<file path="src/rtl/bus_demux3.sv">
// One-entry 1-to-3 bus demultiplexer with valid/ready handshakes, illegal-select
// error pulse and saturating per-destination transfer counters.
module bus_demux3 #(
    parameter int unsigned DATA_W = 32,
    parameter int unsigned CNT_W  = 16
) (
    input  logic              clk,
    input  logic              reset,
    input  logic              in_valid,
    output logic              in_ready,
    input  logic [1:0]        in_sel,
    input  logic [DATA_W-1:0] in_data,
    output logic [2:0]        out_valid,
    input  logic [2:0]        out_ready,
    output logic [DATA_W-1:0] out_data0,
    output logic [DATA_W-1:0] out_data1,
    output logic [DATA_W-1:0] out_data2,
    output logic              sel_err,
    output logic [CNT_W-1:0]  cnt0,
    output logic [CNT_W-1:0]  cnt1,
    output logic [CNT_W-1:0]  cnt2
);

    typedef enum logic [0:0] {StIdle, StHold} state_e;

    state_e              state_q, state_d;
    logic [DATA_W-1:0]   data_q, data_d;
    logic [1:0]          sel_q, sel_d;
    logic                sel_err_q, sel_err_d;
    logic [CNT_W-1:0]    cnt_q [3];
    logic [CNT_W-1:0]    cnt_d [3];

    logic [2:0]          sel_oh;
    logic                up_hs;
    logic [2:0]          dn_hs;

    always_comb begin
        sel_oh = 3'b000;
        case (sel_q)
            2'd0:    sel_oh = 3'b001;
            2'd1:    sel_oh = 3'b010;
            2'd2:    sel_oh = 3'b100;
            default: sel_oh = 3'b000;
        endcase
        out_valid = (state_q == StHold) ? sel_oh : 3'b000;
        // In HOLD, ready passes straight through from the selected destination.
        in_ready  = !reset && ((state_q == StIdle) || (|(sel_oh & out_ready)));
        up_hs     = in_valid && in_ready;
        dn_hs     = out_valid & out_ready;
        out_data0 = out_valid[0] ? data_q : '0;
        out_data1 = out_valid[1] ? data_q : '0;
        out_data2 = out_valid[2] ? data_q : '0;
        sel_err   = sel_err_q;
        cnt0      = cnt_q[0];
        cnt1      = cnt_q[1];
        cnt2      = cnt_q[2];
    end

    always_comb begin
        state_d   = state_q;
        data_d    = data_q;
        sel_d     = sel_q;
        sel_err_d = 1'b0;
        cnt_d     = cnt_q;

        for (int i = 0; i < 3; i++) begin
            if (dn_hs[i] && (cnt_q[i] != '1)) begin
                cnt_d[i] = cnt_q[i] + CNT_W'(1);
            end
        end

        case (state_q)
            StIdle: begin
                if (up_hs) begin
                    if (in_sel == 2'b11) begin
                        sel_err_d = 1'b1;
                    end else begin
                        data_d  = in_data;
                        sel_d   = in_sel;
                        state_d = StHold;
                    end
                end
            end
            StHold: begin
                if (|dn_hs) begin
                    if (up_hs && (in_sel != 2'b11)) begin
                        data_d = in_data;
                        sel_d  = in_sel;
                    end else begin
                        state_d   = StIdle;
                        sel_err_d = up_hs;
                    end
                end
            end
            default: state_d = StIdle;
        endcase
    end

    always_ff @(posedge clk or posedge reset) begin
        if (reset) begin
            state_q   <= StIdle;
            data_q    <= '0;
            sel_q     <= 2'b00;
            sel_err_q <= 1'b0;
            for (int i = 0; i < 3; i++) begin
                cnt_q[i] <= '0;
            end
        end else begin
            state_q   <= state_d;
            data_q    <= data_d;
            sel_q     <= sel_d;
            sel_err_q <= sel_err_d;
            cnt_q     <= cnt_d;
        end
    end

endmodule

</file>
<file path="config.mk">
export PLATFORM = sky130hd
export DESIGN_NAME = bus_demux3
export DESIGN_NICKNAME = d
export VERILOG_FILES = /design/src/rtl/bus_demux3.sv
export SDC_FILE = /design/constraint.sdc
export NUM_CORES = 1
export LEC_CHECK = 0
export ABC_CLOCK_PERIOD_IN_PS = 2500
export BUFFER_PORTS_ARGS = -buffer_cell sky130_fd_sc_hd__buf_2
export CORE_MARGIN = 8
export CORE_UTILIZATION = 30
export DETAILED_ROUTE_END_ITERATION = 8
export GPL_TIMING_DRIVEN = 0
export SLEW_MARGIN = 15
export SYNTH_ARGS = -nofsm -noshare
export SYNTH_HDL_FRONTEND = slang
export SYNTH_SLANG_ARGS = --single-unit
</file>
<file path="constraint.sdc">
create_clock -name clk -period 2.5 [get_ports clk]
set_input_delay 0.25 -clock clk [delete_from_list [all_inputs] [get_ports clk]]
set_output_delay 0.25 -clock clk [all_outputs]
set_load 0.005 [all_outputs]
</file>
==> summary.md, run 1 <==
| Metric | Value |
|---|---|
| Final cell count without fillers | `796` |
| Fin crit share | `0.879` |
| Layout cell share with drive strength beyond 1 | `0.410` |
| Placed instance count | `781` |
| Number of global-route vias before repair | `3646` |
| Seq/Total Area, Yosys | `0.482` |
| Clock root cell | `clkbuf_16` |
| Peak supply drop | `0.441 mV` |
| Post-synthesis cell area | `4360 µm²` |
| Clk_lat worst skew | `340 ps` |
| Reg2Reg Setup Slack | `390 ps` |
| Post-route setup TNS | `0 ps` |
| LEAKAGE | `3.16 nW` |
| Reg2Reg Depth | `6` |
| CP Cell Sequence | `nand2_1 > nor2_2 > clkbuf_1 > and2_1 > buf_2` |
| Tot GR Track Use | `0.129` |
| CTS tree | `built` |
| Gr ovfl total | `0` |
| Final Critical Period | `2200 ps` |
| Simple-gate area share of the yosys netlist | `0.290` |
| Ys async rst share | `1.00` |
| Routed wire length | `12.0 mm` |
| Main synth FF type | `dfrtp_1` |
| Antenna viol nets, final | `0` |
| Core area | `14400 µm²` |
| Post-Synth Adder-Cell Area | `0.00861` |
| Floorplan row count | `44` |
| Setup bufs post-CTS | `0` |
| DP Wirelength | `9.52 mm` |
| Largest family of logic cells by synthesized area | `simple AND/OR/NAND/NOR gates` |
| Post-synthesis mux area share | `0.0927` |
| CP Capture Type | `output pin` |
| Yosys warns | `0` |
| Via count | `3701` |
| Syn Nets | `450` |
| Initial Utilization | `0.304` |
| R2r startpoint | `sel_q[1]` |
| Average size of a mapped cell | `10.7 µm²` |
| Top cell type by total area after synthesis | `dfrtp_1` |
| Area of all placed cells without fillers | `5880 µm²` |
| Pwr/cell area | `800 nW/µm²` |
| Slew Viols, Final | `0` |
| CP delay by family, top | `simple AND/OR/NAND/NOR gates` |
| Status | `finished clean` |
| Compound-Gate Fraction of Synth Area | `0.0232` |
| Area after DPL | `5580 µm²` |
| CP arrival | `1950 ps` |
| Placement Setup Slack | `48.9 ps` |
| Die H | `137 µm` |
| Crit path largest cell delay | `550 ps` |
| Area Overhead vs Synth | `34.9%` |
| CTS Buf Count | `9` |
| Hold Worst Slack | `17.2 ps` |
| Clk slew on worst S/H paths | `60 ps` |
| Critical path class | `reg2out` |
| First drt pass iteration count | `4` |
| Io pins | `189` |
| Initial antenna violation count | `0` |
| Ant. Diodes | `0` |
| Largest net degree at the start of global routing | `37` |
| Synth area leaders | `dfrtp_1, and2_1, mux2_2` |
| Top-area cell type share of the netlist area | `0.482` |
| Top cells by count, synth | `and2_1, dfrtp_1, mux2_2, xor2_1, nor3_1` |
| DIE WIDTH | `137 µm` |
| Post-synth EDFFs | `0` |
| RSZ-0062 raised after global routing | `no` |
| Layout net count | `651` |
| CTS Buffer Depth | `2` |
| Max-slew headroom | `0.419` |
| Post-route DRC violation count | `0` |
| PortBufs | `188` |
| Vias per cell | `4.65` |
| Hold Vio Cnt, Final | `0` |
| CP required | `2250 ps` |
| FMAX | `0.455 GHz` |
| Clk_skew | `6.45 ps` |
| Max-cap violations | `0` |
| Clock sinks | `84` |
| H-tree levels | `3` |
| Crit path buf inv count | `2` |
| XOR/XNOR share of the synthesized area | `0.0823` |
| First-pass GRT wire length | `19.1 mm` |
| Crit path max-delay cell type | `dfrtp_1` |
| Actual slew at the worst max-slew pin | `868 ps` |
| Reg2Reg Capture Point | `data_q[18]` |
| Initial DRC count | `104` |
| Hold Crit Class | `in2async` |
| Worst Path Max Fanout | `11` |
| Die area | `18700 µm²` |
| Routability Congestion | `0.833` |
| Startpoint types | `flip-flop` |
| Most common cell in the synthesized netlist | `and2_1` |
| Syn Inst Count | `407` |
| Worst setup margin | `303 ps` |
| Seq cells post-synth | `84` |
| DR WL/cell | `15.1 µm` |
| Final setup violation count | `0` |
| Netlist cell types | `40` |
## metrics by stage
stage	utilization	total power [mW]
2_1_floorplan	-	2.78
3_3_place_gp	0.385	3.39
3_5_place_dp	0.388	3.46
4_1_cts	0.409	4.80
5_1_grt	0.409	5.05
6_report	0.409	4.71
## report_power, final
group / switching (mW) / internal (mW) / total, mW / leakage [nW]
clock: 0.496 / 0.795 / 1.29 / 0.140
sequential: 0.342 / 1.69 / 2.04 / 1.07
combinational: 0.622 / 0.756 / 1.38 / 1.96
## placed cells by master (no fill, tap or decap), types with 2 or more instances in the layout
master	instances
nand2_1	16
inv_1	4
ha_1	3
and4_1	5
xor2_1	35
nor4_1	7
and2_1	96
nor2_1	12
nand3_1	12
o21ai_0	4
mux2_2	35
buf_12	2
dfrtp_1	84
buf_2	192
nand4_1	17
a21oi_1	2
clkbuf_1	13
nor3b_1	3
clkbuf_16	9
nor3_1	20
o2111ai_1	2
xnor2_1	6
and4b_1	2
nor4b_1	4
or2_2	2
nand4b_1	2
## cells by family (layout without fill, tap and decap cells)
kind of cell / count (synthesis) / after routing
DFF: 84 / 84
buffers and inverters: 21 / 226
adders and majority gates: 3 / 3
xor gates and xnor gates: 41 / 41
muxes: 36 / 36
AOI/OAI and AO/OA: 14 / 14
and+or+nand+nor: 208 / 208
## state kept, by name (all words and copies together), names as in the netlist
name     flops
cnt0        16
cnt1        16
cnt2        16
data_q      32
sel_err      1
sel_q        2
state_q      1
## area by class of cell
class | count | area, µm²
Inverter | 5 | 22.5
Tap cell | 184 | 230
Clock buffer | 13 | 250
Sequential cell | 84 | 2100
Clock inverter | 2 | 35.0
Fill cell | 1392 | 8490
Multi-Input combinational cell | 302 | 2180
Buffer | 15 | 68.8
Timing Repair Buffer | 191 | 991
## how the worst max path moves through the flow
stage                        start       endpoint  slack [ps]  depth (start not counted)
after CTS                 sel_q[0]   out_data0[6]          40                          5
after floorplan              reset     data_q[10]        -170                          4
after detailed placement  sel_q[0]   out_data0[6]          50                          5
after global routing      sel_q[0]  out_data1[22]         110                          5
after global placement       reset     data_q[28]       -1330                          5
final                     sel_q[0]  out_data1[22]         300                          5
## metal layers
layer	vias to the layer above	global-route usage	wire [µm]
met1	1732	0.159	5180
li1	1817	-	-
met3	13	0.0349	1050
met5	-	0	0
met2	139	0.209	5610
met4	0	0.0537	201
## worst reg2reg max path, stage by stage (launching register included)
cell	delay (ps)
dfrtp_1	370
buf_6	140
mux2i_1	130
o211ai_1	320
nand4_1	380
buf_2	340
mux2_2	310
## timing repair
| item | in CTS | in global routing |
|---|---|---|
| hold buffers | 1 | 0 |
| hold endpoints to repair | 19 | 0 |
| resized for setup | 2 | 1 |
| setup endpoints to repair | 60 | 43 |
Power figures use the tool's default switching activity.
==> run 2, diff against run 1 <==
--- a/config.mk
+++ b/config.mk
@@ -11,6 +11,7 @@
 export CORE_UTILIZATION = 30
 export DETAILED_ROUTE_END_ITERATION = 8
 export GPL_TIMING_DRIVEN = 0
+export MAX_ROUTING_LAYER = met4
 export SLEW_MARGIN = 15
 export SYNTH_ARGS = -nofsm -noshare
 export SYNTH_HDL_FRONTEND = slang
==> run 2 against run 1 <==
Compared with the run above:
- design area is the same
- sequential share of layout area unchanged
- critical endpoint unchanged
- count of clock-buffer cells in the layout unchanged
==> summary.md, run 2 (synthesis gave the netlist of run 1 again) <==
| Metric | Value |
|---|---|
| H-tree levels | `3` |
| Crit path buf inv count | `2` |
| Initial antenna violation count | `0` |
| Gr ovfl total | `0` |
| Tot GR Track Use | `0.133` |
| Layout net count | `651` |
| Die area | `18700 µm²` |
| Clock root cell | `clkbuf_16` |
| Post-route DRC violation count | `0` |
| Reg2Reg Setup Slack | `420 ps` |
| Status | `finished clean` |
| Top reg by flops | `data_q` |
| Max reg flops | `32` |
| Peak supply drop | `0.443 mV` |
| CTS Buf Count | `9` |
| First-pass GRT wire length | `19.1 mm` |
| CP arrival | `1950 ps` |
| Area Overhead vs Synth | `34.9%` |
| Routability Congestion | `0.845` |
| Fin crit share | `0.881` |
| Area of all placed cells without fillers | `5880 µm²` |
| Crit path largest cell delay | `550 ps` |
| Most frequent cells in the layout | `buf_2, and2_1, dfrtp_1` |
| Core area | `14400 µm²` |
| Crit path max-delay cell type | `dfrtp_1` |
| Critical path class | `reg2out` |
| CP delay by family, top | `simple AND/OR/NAND/NOR gates` |
| Ant. Diodes | `0` |
| Largest net degree at the start of global routing | `37` |
| CP required | `2250 ps` |
| Max-cap violations | `0` |
| Via count | `3697` |
| R2r startpoint | `cnt2[0]` |
| Final setup violation count | `0` |
| Initial DRC count | `117` |
| Io pins | `189` |
| Die H | `137 µm` |
| Worst Path Max Fanout | `11` |
| DIE WIDTH | `137 µm` |
| Layout cell share with drive strength beyond 1 | `0.410` |
| Actual slew at the worst max-slew pin | `865 ps` |
| Reg2Reg Depth | `5` |
| Area after DPL | `5580 µm²` |
| Slew Viols, Final | `0` |
| Reg2Reg Capture Point | `cnt2[1]` |
| Max-slew headroom | `0.421` |
| Commonest non-fill, non-tap cell in the layout | `buf_2` |
| First drt pass iteration count | `4` |
| Final Critical Period | `2200 ps` |
| Startpoint types | `flip-flop` |
| Clk slew on worst S/H paths | `60 ps` |
| Routed wire length | `12.1 mm` |
| CTS tree | `built` |
| CP Capture Type | `output pin` |
| LEAKAGE | `3.16 nW` |
| Initial Utilization | `0.304` |
| Hold Worst Slack | `18.3 ps` |
| Util after Layout | `0.409` |
| DR WL/cell | `15.2 µm` |
| Vias per cell | `4.64` |
| PortBufs | `188` |
| Clk_lat worst skew | `340 ps` |
| CP Cell Sequence | `nand2_1 > nor2_2 > clkbuf_1 > and2_1 > buf_2` |
| Clock sinks | `84` |
| Clk_skew | `6.20 ps` |
| RSZ-0062 raised after global routing | `no` |
| Antenna viol nets, final | `0` |
| FMAX | `0.454 GHz` |
| Floorplan row count | `44` |
| Pwr/cell area | `800 nW/µm²` |
| CTS Buffer Depth | `2` |
| Number of global-route vias before repair | `3650` |
| Hold Vio Cnt, Final | `0` |
| DP Wirelength | `9.52 mm` |
| Hold Crit Class | `in2async` |
[run 2: cell counts in the layout (fill, tap and decap cells not counted)]
No cell type changed its count.
[run 2: routing by layer]
layer  vias to the layer above  wire length, µm  track usage  part of all wire
li1                       1820                -            -                 -
met1                      1717             5260        0.161              0.43
met2                       143             5580        0.209              0.46
met4                         0              241       0.0537             0.020
met3                        17             1020       0.0312             0.084
met5                         -                0            -                 0
[run 2: tightest hold or removal path, cell delays in order]
cell,delay (ps)
buf_2,140
clkinvlp_4,120
buf_12,210
[run 2: timing repair]
action                                  in CTS  in global routing
hold buffers                                 1                  0
hold endpoints to repair                    19                  0
endpoints found under the setup margin      60                 41
cloned                                       0                  0
buffers inserted                             0                  0
gates resized for setup                      2                  1
[run 2: area by class of cell]
type	count	area (µm²)
Inverter	5	22.5
Sequential cell	84	2100
Fill cell	1392	8490
Buffer	15	68.8
Tap cell	184	230
Clock buffer	13	250
Timing Repair Buffer	191	991
Multi-Input combinational cell	302	2180
Clock inverter	2	35.0
[run 2: worst max-delay path by stage]
stage | to | start | slack (ps) | cells after the start
2_1_floorplan | data_q[10] | reset | -170 | 4
3_3_place_gp | data_q[28] | reset | -1330 | 5
3_5_place_dp | out_data0[6] | sel_q[0] | 50 | 5
4_1_cts | out_data0[6] | sel_q[0] | 40 | 5
5_1_grt | out_data1[22] | sel_q[0] | 110 | 5
6_report | out_data1[22] | sel_q[0] | 300 | 5
[run 2: metrics by stage]
step	worst slack (ps)	cells	TNS, ps	total power, mW
floorplan	-169	407	-4870	2.78
global placement	-1330	779	-42660	3.39
detailed placement	48.9	781	0	3.46
CTS	37.2	797	0	4.80
global route	109	796	0	5.05
finish	298	796	0	4.71
[run 2: power by group]
part           internal [mW]  leakage (nW)  total [mW]  switching, mW
clock                  0.794         0.140        1.29          0.499
combinational          0.756          1.96        1.38          0.621
sequential              1.69          1.07        2.04          0.342
==> run 3, diff against run 2 <==
--- a/config.mk
+++ b/config.mk
@@ -12,6 +12,7 @@
 export DETAILED_ROUTE_END_ITERATION = 8
 export GPL_TIMING_DRIVEN = 0
 export MAX_ROUTING_LAYER = met4
+export REMOVE_ABC_BUFFERS = 1
 export SLEW_MARGIN = 15
 export SYNTH_ARGS = -nofsm -noshare
 export SYNTH_HDL_FRONTEND = slang
==> run 3 against run 2 <==
Compared with the run above:
- first-iteration DRC count rose by 3.4%
- final cell count fell by 1.0%
- design area rose by 0.74%
- sequential power barely moved
- critical endpoint is now data_q[22]
- global-route usage rose by 0.052 points
==> summary.md, run 3 (synthesis gave the netlist of run 1 again) <==
| Metric | Value |
|---|---|
| Clock sinks | `84` |
| DIE WIDTH | `137 µm` |
| FILL cells | `1400` |
| Hold Crit Class | `in2reg` |
| Final setup violation count | `0` |
| Initial DRC count | `121` |
| Layout cell share with drive strength beyond 1 | `0.427` |
| Actual slew at the worst max-slew pin | `771 ps` |
| Die area | `18700 µm²` |
| R2r startpoint | `sel_q[1]` |
| CP required | `2720 ps` |
| Commonest non-fill, non-tap cell in the layout | `buf_2` |
| H-tree levels | `3` |
| CP arrival | `2500 ps` |
| Peak supply drop | `0.343 mV` |
| Max reg flops | `32` |
| Routed wire length | `12.4 mm` |
| FMAX | `0.438 GHz` |
| Setup bufs post-CTS | `0` |
| Tot GR Track Use | `0.133` |
| Clk slew on worst S/H paths | `60 ps` |
| Core area | `14400 µm²` |
| Max-slew headroom | `0.482` |
| Clk_skew | `7.50 ps` |
| Initial Utilization | `0.304` |
| Clock root cell | `clkbuf_16` |
| Layout net count | `641` |
| First drt pass iteration count | `4` |
| Top reg by flops | `data_q` |
| Final cell count without fillers | `788` |
| Hold Worst Slack | `142 ps` |
| Startpoint types | `input pin` |
| DR WL/cell | `15.7 µm` |
| Crit path buf inv count | `6` |
| Largest net degree at the start of global routing | `56` |
| Die H | `137 µm` |
| Final Critical Period | `2280 ps` |
| DP Wirelength | `9.73 mm` |
| CTS tree | `built` |
| Critical path class | `in2reg` |
| RSZ-0062 raised after global routing | `no` |
| CTS Buffer Depth | `2` |
| Number of global-route vias before repair | `3482` |
| First-pass GRT wire length | `19.0 mm` |
| Clk_lat worst skew | `340 ps` |
| CP delay by family, top | `buffers and inverters` |
| CP Capture Type | `flip-flop` |
| Slew Viols, Final | `0` |
| Placed instance count | `769` |
| Post-route setup TNS | `0 ps` |
| Pwr/cell area | `819 nW/µm²` |
| Antenna viol nets, final | `0` |
| Vias per cell | `4.68` |
| Top cell by count, worst path | `buf_6` |
| Fin crit share | `0.912` |
| Initial antenna violation count | `0` |
| Routability Congestion | `0.796` |
| LEAKAGE | `3.19 nW` |
| PortBufs | `188` |
| CP Cell Sequence | `dlygate4sd3_1 > buf_2 > inv_4 > buf_16 > nand4_1 > buf_6 > buf_6 > mux2_2` |
| Worst Path Max Fanout | `55` |
| CTS Buf Count | `9` |
| Crit path max-delay cell type | `dlygate4sd3_1` |
| Worst Setup SP | `reset` |
| Status | `finished clean` |
| Floorplan row count | `44` |
| Area Overhead vs Synth | `35.9%` |
| Io pins | `189` |
| Crit path largest cell delay | `540 ps` |
| Hold Vio Cnt, Final | `0` |
| Max-cap violations | `0` |
| Post-route DRC violation count | `0` |
| Hold Startpoint | `in_data[12]` |
| Via count | `3690` |
| Gr ovfl total | `0` |
| Most frequent cells in the layout | `buf_2, and2_1, dfrtp_1` |
==> run 3: changes by cell type in the layout (fill, tap and decap cells not counted), moves of 2 or more <==
cell,delta
clkbuf_1,-13
buf_4,+2
diode_2,+2
buf_2,-4
==> run 3: final cells by class <==
class	count	area, µm²	area share
timing repair buffer	196	1050	0.177
clock buffer	11	253	0.0427
clock inverter	4	72.6	0.0122
multi-input combinational	302	2190	0.370
sequential	84	2100	0.355
antenna	2	5.00	0.000845
tap	184	230	0.0389
inverter	5	21.3	0.00359
==> run 3: layer usage <==
layer  part of all wire  routed length, µm  up-vias  global-route usage
met4              0.015                184        0              0.0513
met5                  0                  0        -                   -
li1                   -                  -     1797                   -
met3               0.10               1260       12              0.0374
met1               0.41               5040     1736               0.154
met2               0.48               5910      145               0.215
==> run 3: timing repair <==
item,in CTS,in global routing
hold buffers,2,0
setup endpoints to repair,0,50
hold endpoints to repair,31,0
resized for setup,0,3
==> run 3: worst reg2reg max path, delay by kind of cell, from the launching register on <==
family	cells	cell delay (ps)
buf+inv	2	490
flops	1	480
mux	2	450
simple gates	1	430
compound gates	1	300
==> run 3: path summary, 6_finish.rpt <==
path / to / slack, ps / cells past startpoint
hold reg to reg: cnt1[15] / 500 / 1
max in group asynchronous: data_q[22] / 1660 / 4
hold / removal: data_q[12] / 140 / 2
min in group asynchronous: cnt0[6] / 550 / 4
setup reg to reg: data_q[22] / 240 / 6
setup / recovery: data_q[22] / 220 / 8
==> run 3: metrics by stage <==
stage                      util  instance area (µm²)  worst slack (ps)  power [mW]
after floorplan               -                 4290             -1970        2.73
after global placement    0.380                 5460             -3800        3.36
after detailed placement  0.387                 5560              1.88        3.45
after CTS                 0.411                 5910              31.9        4.94
after global routing      0.412                 5920              30.4        5.17
final                     0.412                 5930               219        4.85
==> run 3: power breakdown <==
group	total, mW	switching (mW)	internal, mW
registers	2.07	0.372	1.70
clock network	1.45	0.527	0.922
logic	1.33	0.586	0.748
